## src/rtl/subtractor_pipe_pkg.sv

```systemverilog
// Shared Q-format helpers for the pipelined subtractor.
package subtractor_pipe_pkg;

    localparam int MAX_WIDTH = 64;

    localparam logic [MAX_WIDTH-1:0] ONE = {{(MAX_WIDTH-1){1'b0}}, 1'b1};

    // Total data width of a Q(i,f) operand, sign bit included in i_width.
    function automatic int q_width(input int i_width, input int f_width);
        return i_width + f_width;
    endfunction

    // Most positive value of a w-bit two's-complement word, zero-extended.
    function automatic logic [MAX_WIDTH-1:0] q_max(input int w);
        return (ONE << (w - 1)) - ONE;
    endfunction

    // Most negative value of a w-bit two's-complement word, zero-extended.
    function automatic logic [MAX_WIDTH-1:0] q_min(input int w);
        return ONE << (w - 1);
    endfunction

endpackage

```

## src/rtl/subtractor_without_en.sv

```systemverilog
// Combinational a - b with unsigned borrow and signed overflow flags.
module subtractor_without_en #(
    parameter int W = 16
) (
    input  logic [W-1:0] a_i,
    input  logic [W-1:0] b_i,
    output logic [W-1:0] diff_o,
    output logic         borrow_o,
    output logic         ovf_o
);

    logic [W:0] wide;

    // Subtract at W+1 bits; the extra bit is the unsigned borrow.
    always_comb begin
        wide     = {1'b0, a_i} - {1'b0, b_i};
        diff_o   = wide[W-1:0];
        borrow_o = wide[W];
        ovf_o    = (a_i[W-1] != b_i[W-1]) && (wide[W-1] != a_i[W-1]);
    end

endmodule

```

## src/rtl/subtractor_pipe.sv

```systemverilog
// Two-stage valid/ready pipelined signed subtractor with optional saturation.
module subtractor_pipe
    import subtractor_pipe_pkg::*;
#(
    parameter  int I_WIDTH  = 8,
    parameter  int F_WIDTH  = 8,
    parameter  int SATURATE = 0,
    localparam int W        = q_width(I_WIDTH, F_WIDTH)
) (
    input  logic         clk,
    input  logic         rst,
    input  logic [W-1:0] a_i,
    input  logic [W-1:0] b_i,
    input  logic         valid_i,
    output logic         ready_o,
    output logic [W-1:0] diff_o,
    output logic         borrow_o,
    output logic         ovf_o,
    output logic         valid_o,
    input  logic         ready_i
);

    localparam logic [MAX_WIDTH-1:0] MAX_FULL = q_max(W);
    localparam logic [MAX_WIDTH-1:0] MIN_FULL = q_min(W);
    localparam logic [W-1:0]         Q_MAX    = MAX_FULL[W-1:0];
    localparam logic [W-1:0]         Q_MIN    = MIN_FULL[W-1:0];

    logic [W-1:0] s1_a;
    logic [W-1:0] s1_b;
    logic         s1_valid;

    logic         s1_adv;
    logic         s2_adv;

    logic [W-1:0] sub_diff;
    logic         sub_borrow;
    logic         sub_ovf;
    logic [W-1:0] out_diff;

    subtractor_without_en #(
        .W(W)
    ) u_sub (
        .a_i      (s1_a),
        .b_i      (s1_b),
        .diff_o   (sub_diff),
        .borrow_o (sub_borrow),
        .ovf_o    (sub_ovf)
    );

    // Handshake: each stage advances when it is empty or the stage after it moves.
    always_comb begin
        s2_adv  = !valid_o || ready_i;
        s1_adv  = !s1_valid || s2_adv;
        ready_o = s1_adv;
    end

    // Saturation clamps toward the sign of the minuend; flags stay unsaturated.
    always_comb begin
        out_diff = sub_diff;
        if (SATURATE != 0 && sub_ovf) begin
            out_diff = s1_a[W-1] ? Q_MIN : Q_MAX;
        end
    end

    // Stage-1 valid bit; in-flight operands are dropped on reset.
    always_ff @(posedge clk) begin
        if (rst) begin
            s1_valid <= 1'b0;
        end else if (s1_adv) begin
            s1_valid <= valid_i;
        end
    end

    // Stage-1 operand capture, only on an accepted input transfer.
    always_ff @(posedge clk) begin
        if (s1_adv && valid_i) begin
            s1_a <= a_i;
            s1_b <= b_i;
        end
    end

    // Stage-2 output registers; hold while the consumer stalls.
    always_ff @(posedge clk) begin
        if (rst) begin
            valid_o  <= 1'b0;
            diff_o   <= '0;
            borrow_o <= 1'b0;
            ovf_o    <= 1'b0;
        end else if (s2_adv) begin
            valid_o <= s1_valid;
            if (s1_valid) begin
                diff_o   <= out_diff;
                borrow_o <= sub_borrow;
                ovf_o    <= sub_ovf;
            end
        end
    end

endmodule

```

## config.mk

```make
export PLATFORM = sky130hd
export DESIGN_NAME = subtractor_pipe
export DESIGN_NICKNAME = d
export VERILOG_FILES = /design/src/rtl/subtractor_pipe_pkg.sv /design/src/rtl/subtractor_without_en.sv /design/src/rtl/subtractor_pipe.sv
export SDC_FILE = /design/constraint.sdc
export NUM_CORES = 1
export LEC_CHECK = 0
export ABC_AREA = 1
export CORE_ASPECT_RATIO = 1.1
export CORE_MARGIN = 2
export CORE_UTILIZATION = 60
export DETAILED_ROUTE_END_ITERATION = 12
export DONT_BUFFER_PORTS = 1
export HOLD_SLACK_MARGIN = 0.06
export PLACE_DENSITY = 0.81
export SLEW_MARGIN = 20
export SYNTH_ARGS = -nofsm -noshare
export SYNTH_HDL_FRONTEND = slang
export SYNTH_SLANG_ARGS = --single-unit
```

## constraint.sdc

```tcl
create_clock -name clk -period 1.9 [get_ports clk]
set_input_delay 0.285 -clock clk [delete_from_list [all_inputs] [get_ports clk]]
set_output_delay 0.285 -clock clk [all_outputs]
set_load 0.05 [all_outputs]
```

# After elaboration in Yosys (flattened, before gate mapping)
# Cells that the tools add are included.
# classes
n_reduce_logical,7
n_eq_ne,2
n_addsub,1
# ops
operator,n
$sub 16x16->17,1
$logic_and 1x1->1,2
$logic_not 1->1,2
$logic_or 1x1->1,2
$ne 1x1->1,2
$reduce_and 2->1,1
# totals
out_inout_bits,20
in_bits,36
reg_bits,52
word_cells,17

# Longest topological paths before layout
# Gate-level depths: netlist of run 1.
# logic_depth
depth_word,4
depth_mapped,13
depth_no_buf,13

# Modules after synthesis
# A second synthesis of run 1 with hierarchy kept.
# unflattened
cells_unflattened,332
area_unflattened_um2,2816.5
# by_module_without_submodules
mod,area_each_um2,cells_each,seq_area_each_um2,instances
subtractor_pipe,1878.1,160,1361.3,1
subtractor_without_en,938.4,172,0.0,1

# Least setup slack after synthesis of run 1
# OpenSTA, ideal clock, no wires.
# synth_path
kind,reg-to-reg
startpoint,register valid_o
endpoint,register s1_a[0] (enable)
path_buffers,0
setup_time_ns,0.400
path_stages_with_launch,4
setup_slack_ns,-0.304
synth_period_minus_slack_ns,2.204
arrival_ns,1.804
t_required_ns,1.500
cell_sequence,dfxtp_1 > nand3_1 > nand2_1 > inv_1
# synth_between
elab_chain_cells,4
# synth_lines
element,line_no,rtl
start: declaration,subtractor_pipe.sv:19,"output logic valid_o,"
start signal: assignment,subtractor_pipe.sv:90,valid_o <= s1_valid;
$logic_not 1->1,subtractor_pipe.sv:52,s2_adv = !valid_o || ready_i;
$logic_or 1x1->1,subtractor_pipe.sv:52,
$logic_or 1x1->1,subtractor_pipe.sv:53,s1_adv = !s1_valid || s2_adv;
via ready_o,subtractor_pipe.sv:15,"output logic ready_o,"
$logic_and 1x1->1,subtractor_pipe.sv:76,if (s1_adv && valid_i) begin
end signal: assignment,subtractor_pipe.sv:77,s1_a <= a_i;
end: declaration,subtractor_pipe.sv:28,logic [W-1:0] s1_a;
# The timed path passes the listed nets, and every way through them passes these cells.
# A chain may end at the register's enable or synchronous reset.

# Worst setup path in the final report of run 1
# layout_path
startpoint,register s1_b[0]
endpoint,register diff_o[14]
# layout_between
elab_chain_cells,1
# layout_lines
element,line_no,rtl
start: declaration,subtractor_pipe.sv:29,logic [W-1:0] s1_b;
start signal: assignment,subtractor_pipe.sv:78,s1_b <= b_i;
$sub 16x16->17,subtractor_without_en.sv:16,"wide = {1'b0, a_i} - {1'b0, b_i};"
end signal: assignment,subtractor_pipe.sv:92,diff_o <= out_diff;
end: declaration,subtractor_pipe.sv:16,"output logic [W-1:0] diff_o,"
# No other way between the ends.

==> out/metrics.cfg, run 1 <==
[outcome]
status=complete, no violations

[grt]
grt_pass1_vias=1684
grt_max_degree=33
gr-total-overflow=0
antenna_found_initial=0
grt_pass1_wl_um=7050
grt_use_total_pct=18.6

[synthesis]
ys_seq_area_share_pct=50.1
synth_area_per_cell_um2=8.84
synth_fp_nets=360
ys_ff_latch=52
ys_types=29
netlist_instances=307
synthesis.area_um2=2720
yosysWarnings=0

[sta]
finalMaxSlewViolations=0
fin_ws_ns=0.142
final-hold-violation-count=0
max-slew-margin-rel_pct=64.7
period_minus_slack_ns=1.76
tightest_slew_ns=0.529
finClkSkew_ns=0.0109
final.setup.tns_ns=0
setup_violations=0
fmax_mhz=569
rsz0062_at_grt=false
fin_crit_sh_pct=92.5

[placement]
numPortBuffers=0
routabilityCongestion=0.867
dp_hpwl_um=3420
dp.cells=361
dp_worst_setup_slack_ns=0.0759

[routing]
drt-pass1-iter-count=4
routed_wl_um=4410
highest_layer=met4
wl_per_cell_um=11.9
ant_nets=0
drc=0
wl_met3_um=298
drt_first_iter_violations=86
wl_met2_um=2010
post_drt_via_cell_ratio=5.14
vias=1903
wl_met1_um=2040

[power_and_ir_drop]
finalPower_uw=2450
powerDensity_nw_per_um2=840
ir_drop_v=0.000560
power_leakage_uw=0.00138

[clocking]
root_buffer=clkbuf_8
cts_tree=done
clk_path_buf_depth=2
cts_made_buffers=5
clock_latency_ns=0.30
clock-sinks=52
htreeDepth=2
cts.clk_slew.worst_paths_ns=0.09

[worst_setup_path]
cpMaxStageDelayCell=fa_2
start_kind=register
rrSetupSlack_ns=0.14
crit_type=register to register
slowest_delay_ns=0.39
cpLargestDelayFamily=adder cells
crit_buf_inv=1
cp.arrival_ns=1.96
cp_cell_sequence=ha_1 -> fa_2 -> o21ai_4 -> nand2_2 -> nand2_2 -> nand2_2 -> nand3_1 -> nand3_1 -> nand2_1 -> inv_1
worstPathMaxFanout=4
crit_path_end_kind=register
cpMostUsedCell=nand2_2
crit_required_ns=2.11

[finish]
fin_cells=370
final_cell_mix=nand2_1, inv_1, nor2_1, edfxtp_1, dfxtp_1
nets=368
layout_commonest_cell=nand2_1
antenna_cells=0
final_util_pct=67.4
syn2layout_area_growth_pct=7.23
drive_gt1_share_pct=14.2

[floorplan]
die_x_um=68.1
die_h_um=74.6
die_area_um2=5080
io_pins=56
start_util_pct=62.9
num_rows=25
coreArea_um2=4320

[run]
maxCapViolCount=0

[hold_path]
hold_path.class=input pin to register

## timing repair
action | in CTS | in global routing
endpoints found under the hold margin | 4 | 0
setup buffers | 0 | 0
endpoints found under the setup margin | 0 | 5
resized for setup | 0 | 2
hold buffers | 1 | 0
## cells in the mapped netlist
| cell type | count | area share [%] |
|---|---|---|
| buf_2 | 1 | 0.18 |
| dfxtp_1 | 20 | 15 |
| a21oi_2 | 7 | 2.3 |
| o21ai_4 | 1 | 0.60 |
| and2_1 | 1 | 0.23 |
| edfxtp_1 | 32 | 35 |
| clkbuf_1 | 1 | 0.14 |
| o21ai_1 | 2 | 0.37 |
| nand3_2 | 4 | 1.5 |
| nor2_2 | 1 | 0.23 |
| a31oi_1 | 1 | 0.23 |
| o21ai_0 | 12 | 2.2 |
| nor3_2 | 2 | 0.74 |
| nand4_1 | 2 | 0.46 |
| o211a_1 | 1 | 0.37 |
| nor2_1 | 33 | 4.6 |
| o21bai_1 | 2 | 0.55 |
| o211ai_1 | 1 | 0.28 |
| nand3b_1 | 1 | 0.28 |
| nand3_1 | 15 | 2.8 |
| fa_1 | 1 | 0.74 |
| inv_2 | 3 | 0.41 |
| a21oi_1 | 14 | 2.6 |
| xor2_1 | 6 | 1.9 |
| buf_4 | 1 | 0.28 |
| ha_1 | 16 | 7.4 |
| nand2_2 | 13 | 3.0 |
| inv_1 | 56 | 7.7 |
| nand2_1 | 57 | 7.9 |
## cell type report
cell class	instances	area (um^2)
Multi-Input combinational cell	193	1130
Inverter	59	225
Tap cell	54	67.6
Clock buffer	7	86.3
Clock inverter	1	3.75
Sequential cell	52	1360
Fill cell	375	1410
Timing Repair Buffer	4	32.5
## per-layer routing
metal,vias to the layer above,global-route usage [%]
li1,1004,-
met1,834,23.5
met2,60,30.7
met3,5,3.93
met4,0,8.00
met5,-,0
## report_power, final
group | switching, uW | internal, uW
logic | 267 | 150
registers | 141 | 1270
clock network | 321 | 292
## worst paths after layout
| path | start | endpoint | cells after the start |
|---|---|---|---|
| hold / removal | a_i[15] | s1_a[15] | 0 |
| setup reg to reg | s1_b[0] | diff_o[14] | 10 |
| hold reg to reg | s1_b[0] | diff_o[0] | 2 |
| setup / recovery | s1_b[0] | diff_o[14] | 10 |
## per-stage QoR
| step | instance area (um^2) | hold WS [ns] |
|---|---|---|
| detailed placement | 2810 | 0.352 |
| floorplan | 2730 | 0.384 |
| global placement | 2810 | 0.351 |
| CTS | 2910 | 0.0655 |
| global route | 2910 | 0.0670 |
| finish | 2910 | 0.0755 |
## sequential cells by signal (all words and copies together) (netlist names)
signal	count
diff_o	16
ovf_o	1
s1_valid	1
valid_o	1
borrow_o	1
s1_b	16
s1_a	16
## worst reg2reg max path, delay by kind of cell, from the launching register on
kind                     cells  cell delay (ns)
flip-flops                   1             0.37
AO/OA/AOI/OAI                1             0.21
buffers and inverters        1             0.03
AND/OR/NAND/NOR              6             0.43
adder cells (fa/ha/maj)      2             0.61
## kinds of logic (layout without fill, tap and decap cells)
| group | after synthesis | after routing | share of synthesized area, % |
|---|---|---|---|
| AOI/OAI and AO/OA | 41 | 41 | 9.45 |
| xor gates and xnor gates | 6 | 6 | 1.94 |
| adders and majority gates | 17 | 17 | 8.11 |
| buffers and inverters | 62 | 71 | 8.76 |
| DFF | 52 | 52 | 50.1 |
| and+or+nand+nor | 129 | 129 | 21.6 |
No activity file was read; power rests on OpenSTA's default activity.
==> run 2: changes to the inputs <==
- ABC_AREA: 1 -> not set
- SETUP_SLACK_MARGIN: not set -> 0.15
==> run 2 against run 1 <==
The run now ends with negative setup slack left. Worst hold slack worse by 0.0043 ns. Clock skew is 0.0042 ns higher. Global-route usage is 3.8 points higher. Non-clock buffer count is 40 higher. Clock power is 6.9% higher. Critical path depth is 2 lower. Clock-buffer cell count is 1 lower. Sequential power hardly changed. Critical endpoint unchanged. Highest routed layer unchanged.
==> out/metrics.cfg, run 2 <==
[outcome]
status=complete, but fails checks
violations=negative setup slack

[routing]
drt_first_iter_violations=123
vias=1938
routed_wl_um=5500
drc=0
post_drt_via_cell_ratio=6.04
drt-pass1-iter-count=4
wl_per_cell_um=17.1
ant_nets=0

[worst_setup_path]
rr_endpoint=diff_o[14]
rr_startpoint=s1_b[0]
worstPathMaxFanout=3
rrSetupSlack_ns=-0.30
cpLargestDelayFamily=compound AO/OA/AOI/OAI gates
start_kind=register
crit_buf_inv=0
cpMaxStageDelayCell=edfxtp_1
crit_path_end_kind=register
ff2ff_path_depth=8
cp.arrival_ns=2.41
crit_type=register to register
slowest_delay_ns=0.45
crit_required_ns=2.12
cp_cell_sequence=ha_4 -> fa_2 -> nor2b_4 -> o31a_1 -> o22ai_2 -> o311ai_4 -> nor4b_2 -> a211o_1

[grt]
gr-total-overflow=0
antenna_found_initial=0
use_met1_pct=24.3
grt_use_total_pct=22.3
grt_util_met2_pct=41.4
grt_max_degree=33
grt_pass1_vias=1807
top_usage_layer=met2
grt_pass1_wl_um=7960
grt_use_met3_pct=4.87

[finish]
finalInstanceArea_um2=3180
drive_gt1_share_pct=26.8
layout_commonest_cell=edfxtp_1
nets=321
reg_top3=diff_o (16), s1_a (16), s1_b (16)
final_cell_mix=edfxtp_1, buf_4, inv_1, dfxtp_1, nor2_1
n_fill_cell=220
antenna_cells=0
syn2layout_area_growth_pct=28.4

[sta]
fmax_mhz=455
period_minus_slack_ns=2.20
final-hold-violation-count=0
setup_violations=8
fin_ws_ns=-0.296
fin_crit_sh_pct=116
final.setup.tns_ns=-1.57
tightest_slew_ns=0.564
finalMaxSlewViolations=0
finClkSkew_ns=0.0151
rsz0062_at_grt=true
hold_ws_ns=0.0712
max-slew-margin-rel_pct=62.3

[synthesis]
synth_area_per_cell_um2=11.0
ys_ff_latch=52
synth_ff_type=edfxtp_1
ys_types=50
synthesis.area_um2=2480
ys_top_cells_by_count=edfxtp_1, inv_1, dfxtp_1, a21oi_1, ha_1
synth.top_cell.area_share_pct=38.8
async_flop_share_pct=0
yosysWarnings=0
synth_fp_nets=279
ys_seq_area_share_pct=54.9
netlist_instances=226
synth_most_common_cell=edfxtp_1
synth.area.top_cells=edfxtp_1, dfxtp_1, ha_1
synth_top_cell_by_area=edfxtp_1
synth_edf_count=32

[placement]
dp_hpwl_um=3400
numPortBuffers=0
routabilityCongestion=0.853
placed_area_um2=2760

[floorplan]
coreArea_um2=3960
die_area_um2=4660
die_h_um=71.4
start_util_pct=62.5
die_x_um=65.3
io_pins=56
num_rows=24

[clocking]
root_buffer=clkbuf_8
htreeDepth=2
clk_path_buf_depth=2
cts.clk_slew.worst_paths_ns=0.10
cts_tree=done
cts_made_buffers=5
clock-sinks=52
clock_latency_ns=0.31

[hold_path]
min_from=b_i[11]
holdPathEnd=s1_b[11]
min_path_cells=0
hold_path.class=input pin to register

[power_and_ir_drop]
finalPower_uw=2650
power_leakage_uw=0.00129
ir_drop_v=0.000672
powerDensity_nw_per_um2=834

[run]
maxCapViolCount=0

[run 2: power breakdown]
| part | total (uW) | leakage (uW) | switching [uW] | internal (uW) |
|---|---|---|---|---|
| Combinational | 577 | 0.000759 | 287 | 290 |
| Sequential | 1420 | 0.000477 | 147 | 1280 |
| Clock | 655 | 0.0000516 | 357 | 298 |
| Total | 2650 | 0.00129 | 791 | 1860 |
[run 2: cells by family after synthesis]
family / share of synthesized area [%]
flip-flops: 54.9
AO/OA/AOI/OAI: 15.5
buffers and inverters: 4.64
XOR/XNOR: 3.53
AND/OR/NAND/NOR: 12.1
adder cells (fa/ha/maj): 8.88
multiplexers: 0.404
[run 2: metal layers]
layer	part of all wire, %	up-vias
li1	-	906
met1	36	926
met2	55	85
met3	5.6	21
met4	3.3	0
met5	0	-
[run 2: worst register-to-register path, cell delays in order, from the launching register on]
cell and delay [ns]:
edfxtp_1 0.45, ha_4 0.20, fa_2 0.37, nor2b_4 0.14, o31a_1 0.21, o22ai_2 0.12, o311ai_4 0.32, nor4b_2 0.08
a211o_1 0.22
[run 2: layout make-up]
| class | count | area, um^2 | share of cell area, % |
|---|---|---|---|
| Timing Repair Buffer | 44 | 373 | 11.7 |
| Sequential cell | 52 | 1360 | 42.8 |
| Multi-Input combinational cell | 144 | 1210 | 37.9 |
| Tap cell | 52 | 65.1 | 2.04 |
| Clock buffer | 6 | 82.6 | 2.59 |
| Inverter | 21 | 78.8 | 2.48 |
| Clock inverter | 2 | 13.8 | 0.432 |
[run 2: how the worst max path moves through the flow]
stage	from	endpoint	slack [ns]	cells past startpoint
6_report	s1_b[0]	diff_o[14]	-0.30	8
5_1_grt	s1_b[0]	diff_o[14]	-0.33	8
4_1_cts	s1_b[0]	diff_o[14]	-0.20	8
3_5_place_dp	s1_a[0]	diff_o[10]	-0.20	9
3_3_place_gp	s1_b[0]	diff_o[14]	-0.15	8
2_1_floorplan	s1_a[0]	diff_o[12]	-0.08	9
[run 2: per-stage QoR]
stage | utilization, % | worst slack, ns | std cells
3_5_place_dp | 69.5 | -0.201 | 296
3_3_place_gp | 69.5 | -0.146 | 296
6_report | 80.3 | -0.296 | 321
2_1_floorplan | - | -0.0840 | 226
4_1_cts | 73.9 | -0.199 | 311
5_1_grt | 80.3 | -0.333 | 321
[run 2: what timing repair did]
action	CTS	global route
cloned	0	0
endpoints found under the setup margin	13	15
pin swaps	3	11
hold buffers	5	9
hold endpoints to repair	17	9
setup buffers	2	1
gates resized for setup	3	23
